$ cat src/rtl/reverse_double_dabble.sv
// reverse_double_dabble: sequential BCD-to-binary converter (reverse double dabble).
// Ports:
//   i_Clock  - clock, all logic on the rising edge
//   i_Reset  - synchronous active-high reset
//   i_BCD    - packed BCD operand, digit 0 in bits [3:0], sampled on the start edge
//   i_Start  - start request, honoured only when idle
//   o_Binary - registered binary result, held until the next completion
//   o_DV     - one-cycle pulse marking a new o_Binary/o_Error
//   o_Busy   - high while a conversion is in flight
//   o_Error  - invalid-digit flag, updated with o_DV
// Optional feature: define BCD_CHECK_EN to flag digits > 9 and finish early with
// o_Binary = 0 and o_Error = 1; without it o_Error stays 0.
module reverse_double_dabble #(
    parameter int INPUT_DIGITS = 3,
    parameter int OUTPUT_WIDTH = 10
) (
    input  logic                      i_Clock,
    input  logic                      i_Reset,
    input  logic [INPUT_DIGITS*4-1:0] i_BCD,
    input  logic                      i_Start,
    output logic [OUTPUT_WIDTH-1:0]   o_Binary,
    output logic                      o_DV,
    output logic                      o_Busy,
    output logic                      o_Error
);
    localparam int BW = INPUT_DIGITS * 4;
    localparam int LW = $clog2(OUTPUT_WIDTH + 1);
    localparam int DW = $clog2(INPUT_DIGITS + 1);

    typedef enum logic [2:0] {
        IDLE,
        SHIFT,
        CHECK_SHIFT_INDEX,
        SUB,
        CHECK_DIGIT_INDEX,
        DONE
    } state_t;

    state_t                  state;
    logic [BW-1:0]           r_bcd;
    logic [OUTPUT_WIDTH-1:0] r_bin;
    logic [LW-1:0]           loop_cnt;
    logic [DW-1:0]           dig_idx;
    logic                    err;
    logic                    bad;
    logic [3:0]              dig;

    assign dig = r_bcd[dig_idx*4 +: 4];

`ifdef BCD_CHECK_EN
    always_comb begin
        bad = 1'b0;
        for (int k = 0; k < INPUT_DIGITS; k++)
            bad = bad | (i_BCD[k*4 +: 4] > 4'd9);
    end
`else
    assign bad = 1'b0;
`endif

    always_ff @(posedge i_Clock) begin
        if (i_Reset) begin
            state    <= IDLE;
            r_bcd    <= '0;
            r_bin    <= '0;
            loop_cnt <= '0;
            dig_idx  <= '0;
            err      <= 1'b0;
            o_Binary <= '0;
            o_DV     <= 1'b0;
            o_Busy   <= 1'b0;
            o_Error  <= 1'b0;
        end else begin
            case (state)
                IDLE: begin
                    o_DV <= 1'b0;
                    if (i_Start) begin
                        r_bcd    <= i_BCD;
                        r_bin    <= '0;
                        loop_cnt <= '0;
                        dig_idx  <= '0;
                        err      <= bad;
                        o_Busy   <= 1'b1;
                        state    <= SHIFT;
                    end
                end
                SHIFT: begin
                    // An invalid operand skips the algorithm; r_bin is still zero here.
                    if (err) begin
                        state <= DONE;
                    end else begin
                        {r_bcd, r_bin} <= {r_bcd, r_bin} >> 1;
                        state          <= CHECK_SHIFT_INDEX;
                    end
                end
                CHECK_SHIFT_INDEX: begin
                    if (loop_cnt == LW'(OUTPUT_WIDTH - 1)) begin
                        loop_cnt <= '0;
                        state    <= DONE;
                    end else begin
                        loop_cnt <= loop_cnt + 1'b1;
                        state    <= SUB;
                    end
                end
                SUB: begin
                    // Correction stays inside the 4-bit digit; no borrow to neighbours.
                    if (dig >= 4'd8)
                        r_bcd[dig_idx*4 +: 4] <= dig - 4'd3;
                    state <= CHECK_DIGIT_INDEX;
                end
                CHECK_DIGIT_INDEX: begin
                    if (dig_idx == DW'(INPUT_DIGITS - 1)) begin
                        dig_idx <= '0;
                        state   <= SHIFT;
                    end else begin
                        dig_idx <= dig_idx + 1'b1;
                        state   <= SUB;
                    end
                end
                DONE: begin
                    o_Binary <= r_bin;
                    o_Error  <= err;
                    o_DV     <= 1'b1;
                    o_Busy   <= 1'b0;
                    state    <= IDLE;
                end
                default: state <= IDLE;
            endcase
        end
    end
endmodule

$ cat config.mk
export PLATFORM = sky130hd
export DESIGN_NAME = reverse_double_dabble
export DESIGN_NICKNAME = d
export VERILOG_FILES = /design/src/rtl/reverse_double_dabble.sv
export SDC_FILE = /design/constraint.sdc
export NUM_CORES = 1
export LEC_CHECK = 0
export ABC_AREA = 1
export BUFFER_PORTS_ARGS = -buffer_cell sky130_fd_sc_hd__buf_4
export CORE_MARGIN = 1
export CORE_UTILIZATION = 52
export DETAILED_ROUTE_END_ITERATION = 6
export GPL_TIMING_DRIVEN = 0
export HOLD_SLACK_MARGIN = 0.12
export PLACE_DENSITY = 0.82
export SYNTH_ARGS = -nofsm -noshare
export SYNTH_HDL_FRONTEND = slang
export SYNTH_SLANG_ARGS = --single-unit
$ cat constraint.sdc
create_clock -name i_Clock -period 1.5 [get_ports i_Clock]
set_input_delay 0.3 -clock i_Clock [delete_from_list [all_inputs] [get_ports i_Clock]]
set_output_delay 0.3 -clock i_Clock [all_outputs]
set_load 0.005 [all_outputs]
==> results of run 1 <==
[worst paths after layout]
kind                            startpoint                       end  slack, ps  cells after the start
setup reg to reg   dig_idx[1]$_SDFFE_PP0P_     r_bcd[2]$_SDFFE_PP0P_       -210                     11
hold reg to reg   o_Binary[6]$_SDFFE_PP0P_  o_Binary[6]$_SDFFE_PP0P_        450                      2
setup / recovery   dig_idx[1]$_SDFFE_PP0P_     r_bcd[2]$_SDFFE_PP0P_       -210                     11
hold / removal                     i_Reset     state[0]$_SDFFE_PP0P_        240                      2
[layout make-up]
cell class | count | area [µm²] | share of cell area, %
buffer | 13 | 77.6 | 2.53
clock buffer | 5 | 68.8 | 2.25
timing repair buffer | 48 | 362 | 11.8
tap | 50 | 62.6 | 2.04
clock inverter | 3 | 43.8 | 1.43
inverter | 43 | 176 | 5.76
sequential | 43 | 870 | 28.4
timing repair inverter | 1 | 11.3 | 0.368
multi-input combinational | 236 | 1390 | 45.4
[power by group through the flow]
stage / Combinational, µW / Sequential (µW) / Clock [µW]
2_1_floorplan: 487 / 1300 / 0
3_3_place_gp: 634 / 1320 / 0
3_5_place_dp: 648 / 1320 / 0
4_1_cts: 758 / 1290 / 931
5_1_grt: 1010 / 1310 / 983
6_report: 935 / 1300 / 928
[sequential cells by signal, indices dropped and copies added, names as in the netlist]
register,flops
o_Busy,1
o_DV,1
state,3
dig_idx,2
loop_cnt,4
r_bcd,12
o_Binary,10
r_bin,10
[per-stage QoR]
step | setup WS [ps] | setup TNS [ps] | cell area [µm²] | util (%) | hold slack [ps]
3_5_place_dp | -281 | -1800 | 2540 | 62.3 | 435
5_1_grt | -274 | -2390 | 3060 | 74.9 | 254
6_report | -208 | -1470 | 3060 | 74.9 | 239
2_1_floorplan | -37.5 | -43.6 | 2290 | - | 390
3_3_place_gp | -269 | -1490 | 2540 | 62.3 | 433
4_1_cts | -131 | -714 | 2840 | 69.5 | 247
[cell usage in the layout, fill, tap and decap left out, types with 2 or more instances in the layout]
master and n:
a21oi_1 33, a21oi_2 3, a22oi_1 2, buf_2 4, buf_4 47, buf_6 2, clkbuf_1 5, clkbuf_2 2
clkbuf_8 5, dfxtp_1 38, dfxtp_2 4, ha_1 4, ha_4 3, inv_1 36, inv_2 5, nand2_1 71
nand2_2 9, nand2_4 6, nand3_1 20, nand3_2 4, nand4_1 4, nor2_1 26, nor2_2 7, nor2_4 6
o211ai_1 8, o21ai_0 16, o21ai_1 2
[logic make-up (layout without fill, tap and decap cells)]
family          after synthesis  count (layout)  share of synthesized area (%)
flops                        43              43                           37.8
buf+inv                      56             113                           10.1
compound gates               70              70                           17.7
simple gates                155             155                           29.2
fa+ha+maj                     7               7                           3.85
other cells                   1               1                          0.165
xor+xnor                      3               3                           1.15
[timing repair]
item,4_1_cts,5_1_grt
cloned,2,0
setup buffers,9,12
setup endpoints to repair,12,38
resized for setup,25,36
pin swaps,14,27
[metal layers]
metal / vias to the layer above / global-route usage (%) / share of wire [%]
met5: - / 0 / 0
met4: 0 / 13.0 / 4.5
met3: 32 / 7.00 / 9.2
met2: 168 / 43.6 / 45
met1: 1118 / 39.6 / 42
li1: 1194 / - / -
==> metrics, run 1 <==
kind of cell adding the most delay to the critical path=buffers and inverters; NumNets Final=413; CTS Sinks=43; fmax=0.586 GHz; Slew HR=64.4%; Worst Max-Slew Pin Slew=534 ps; worst path arrival time=1920 ps; Routed WL=6.97 mm; leak pwr=0.00134 µW; n_diodes=0; slowest library cell on the worst path=dfxtp_4; CTS Root Cell=clkbuf_8; top cell type's share of synthesized area=37.8%; synth top area cells=dfxtp_1 (38%), nand2_1 (14%), a21oi_1 (7.9%), inv_1 (6.1%), nor2_1 (5.6%); Setup Viol. Count Final=12; Yosys cell types=31; final-layout fill cell count=293; combinational fraction of design power=29.5%; Fin. Hold Viols=0; die width=68.2 µm; vias in the first global route=2090; synth warn=0; Slew Limit Fails=0; non-filler instance count after layout=442; maximum VDD drop=0.000494 V; synthesized area per cell=6.79 µm²; Vias=2512; Die Ht=68.2 µm; Hold Path Class=in2reg; Clock power frac=29.3%; WP data required=1710 ps; netlist area before placement=2280 µm²; status=complete, but fails checks; crit path max fanout=7; routed len/inst=15.8 µm; crit-path cells=inv_4, nor2_4, inv_1, o21ai_4, o21bai_4, buf_4, buf_6, nor2_1, nand2_1, nand2_1, inv_1; # H-tree levels=2; worst-skew pair later-pin latency=310 ps; DIE AREA=4650 µm²; Int Pwr=2100 µW; drt pass-1 iters=6; DP Cell Count=411; CP bufs+invs=5; clock skew=10.9 ps; max-cap violation count=0; GR Util All Layers=29.3%; Power per Cell Area=1030 nW/µm²; global-route wire length before repair=9.90 mm; Core Rows=23; remaining antenna violation count=0; FF+latch count, synth=43; Post-synth EDFFs=0; ys async rst share=0%; routed vias/inst=5.68; Crit Path Category=reg2reg; Initial Utilization=55.7%; switch share=33.8%; crit path time final=1710 ps; CP peak stage delay=390 ps; CP endpoint kind=register; dpl hpwl=3.97 mm; residual DRC count=0; Area growth syn-to-layout=34.5%; Core Box Area=4090 µm²; synth cell count leaders=nand2_1 (84), dfxtp_1 (43), inv_1 (37); Main synth FF type=dfxtp_1; # hold bufs at CTS=0; startpoint types=register; post-synthesis sequential area ratio=37.8%; Psw=1070 µW; sequential share of power=41.1%; failing checks=setup timing; area leader, netlist=dfxtp_1; GRT Residual Overflow=0; layout cell share with drive strength beyond 1=30.9%; Post-Syn Instances=335; Tot Pwr=3170 µW; routability cong.=0.970; Clock transition at path regs=90 ps; count leader, synth=nand2_1; RSZ-0062 raised after global routing=yes; Clock Path Buffers=2; Tcrit/Tclk final=114%; CTS Buf Count=5; Synth Net Count=357; CTS tree=yes; Iter 0 DRT Violations=321; Worst Slack Setup Final=-208 ps; pin count of the biggest net entering global routing=15; initial antenna violation count=0; I/O pins=28; port buffer count=26
No activity file was read; power rests on OpenSTA's default activity.
==> run 2, diff against run 1 <==
clock period = 1.4 ns   (was 1.5 ns; I/O delays follow)
==> metrics, run 2 (synthesized netlist as in run 1, its figures left out) <==
slowest library cell on the worst path=dfxtp_2; routed len/inst=14.8 µm (-5.9%); I/O pins=28 (unchanged); Core Rows=23 (unchanged); failing checks=setup timing; crit path max fanout=6 (-1); Area growth syn-to-layout=33.7%; CTS tree=yes; Clock Path Buffers=2 (unchanged); biggest regs=r_bcd x12, o_Binary x10, r_bin x10; Slew HR=64.5% (+0.15 points); max-cap violation count=0 (unchanged); startpoint types=register; remaining antenna violation count=0 (unchanged); routability cong.=0.956 (-1.4%); commonest non-fill, non-tap cell in the layout=nand2_1; Core Box Area=4090 µm² (unchanged); DP Cell Count=411 (unchanged); Worst Slack Setup Final=-248 ps (-40.2 ps); status=complete, but fails checks; NumNets Final=406 (-1.7%); Routed WL=6.45 mm (-7.4%); Clock transition at path regs=90 ps (about the same); crit-path cells=buf_8, nor2_4, nand2_2, nand2_4, ha_4, nand3_1, nand2_1, o211ai_1, o211ai_1, nor2_1, nor2_1; non-filler instance count after layout=435 (-1.6%); commonest non-fill, non-tap cells in the layout=nand2_1 (71), buf_4 (40), dfxtp_1 (38), inv_1 (36), a21oi_1 (35); Power per Cell Area=1050 nW/µm² (+1.3%); Hold Path Class=in2reg; dpl hpwl=3.85 mm (-2.9%); residual DRC count=0 (unchanged); GR Util All Layers=28.3% (-0.94 points); max reg flops=12 (unchanged); Tot Pwr=3190 µW (+0.76%); port buffer count=26 (unchanged); CP peak stage delay=340 ps (-50 ps); kind of cell adding the most delay to the critical path=simple AND/OR/NAND/NOR gates; CP endpoint kind=register; Tcrit/Tclk final=118% (+3.9 points); pin count of the biggest net entering global routing=14 (-1); maximum VDD drop=0.000671 V (+36%); die width=68.2 µm (unchanged); Vias=2431 (-3.2%); clock skew=5.55 ps (-5.33 ps); CTS Sinks=43 (unchanged); # H-tree levels=2 (unchanged); worst path arrival time=1840 ps (-80 ps); CTS Buf Count=5 (unchanged); WP data required=1600 ps (-110 ps); Slew Limit Fails=0 (unchanged); Most flops, register=r_bcd; Die Ht=68.2 µm (unchanged); leak pwr=0.00132 µW (-1.7%); worst-skew pair later-pin latency=300 ps (about the same); # hold bufs at CTS=0 (unchanged); Crit Path Category=reg2reg; layout cell share with drive strength beyond 1=28.8% (-2.0 points); fmax=0.607 GHz (+3.6%); Worst Max-Slew Pin Slew=532 ps (-2.27 ps); Setup Viol. Count Final=12 (unchanged); vias in the first global route=2003 (-4.2%); global-route wire length before repair=9.49 mm (-4.2%); DIE AREA=4650 µm² (unchanged); n_diodes=0 (unchanged); CP bufs+invs=1 (-4); routed vias/inst=5.59 (-1.7%); Iter 0 DRT Violations=248 (-23%); initial antenna violation count=0 (unchanged); Initial Utilization=55.7% (unchanged); drt pass-1 iters=5 (-1); CTS Root Cell=clkbuf_8; GRT Residual Overflow=0 (unchanged); Fin. Hold Viols=0 (unchanged); crit path time final=1650 ps (-59.8 ps); RSZ-0062 raised after global routing=yes
run 2: area by class of cell:
type,count,area [µm²]
clock buffer,6,72.6
fill,305,1040
clock inverter,2,12.5
sequential,43,872
tap,50,62.6
multi-input combinational,236,1420
inverter,43,189
timing repair buffer,42,330
buffer,13,88.8
run 2: metrics by stage:
stage / instance area, µm² / setup WS [ps] / TNS [ps] / hold slack (ps) / util (%)
floorplan: 2290 / -137 / -402 / 370 / -
global placement: 2540 / -404 / -3000 / 433 / 62.3
detailed placement: 2540 / -384 / -3240 / 437 / 62.3
CTS: 2830 / -225 / -1870 / 207 / 69.3
global route: 3040 / -319 / -3410 / 229 / 74.5
finish: 3040 / -248 / -2340 / 240 / 74.5
run 2: worst paths after layout:
path,endpoint,from,cells after the start,slack [ps]
max,r_bcd[1]$_SDFFE_PP0P_,dig_idx[0]$_SDFFE_PP0P_,11,-250
min,state[0]$_SDFFE_PP0P_,i_Reset,2,240
max reg2reg,r_bcd[1]$_SDFFE_PP0P_,dig_idx[0]$_SDFFE_PP0P_,11,-250
min reg2reg,o_Binary[6]$_SDFFE_PP0P_,o_Binary[6]$_SDFFE_PP0P_,2,450
run 2: layer usage:
metal	wire [µm]	vias up	part of all wire, %	global-route usage [%]
met5	0	-	0	0
met4	206	0	3.2	9.90
met3	490	22	7.6	4.50
met2	3000	126	46	43.6
met1	2760	1106	43	39.7
li1	-	1177	-	-
run 2: power breakdown:
part	internal (µW)	total, µW	switching [µW]
clock network	349	791	442
logic	418	1000	584
registers	1310	1400	85.8
run 2: repair_timing:
action / 4_1_cts / 5_1_grt
setup endpoints to repair: 22 / 41
resized for setup: 32 / 49
setup buffers: 11 / 4
cloned: 1 / 0
pin swaps: 14 / 28
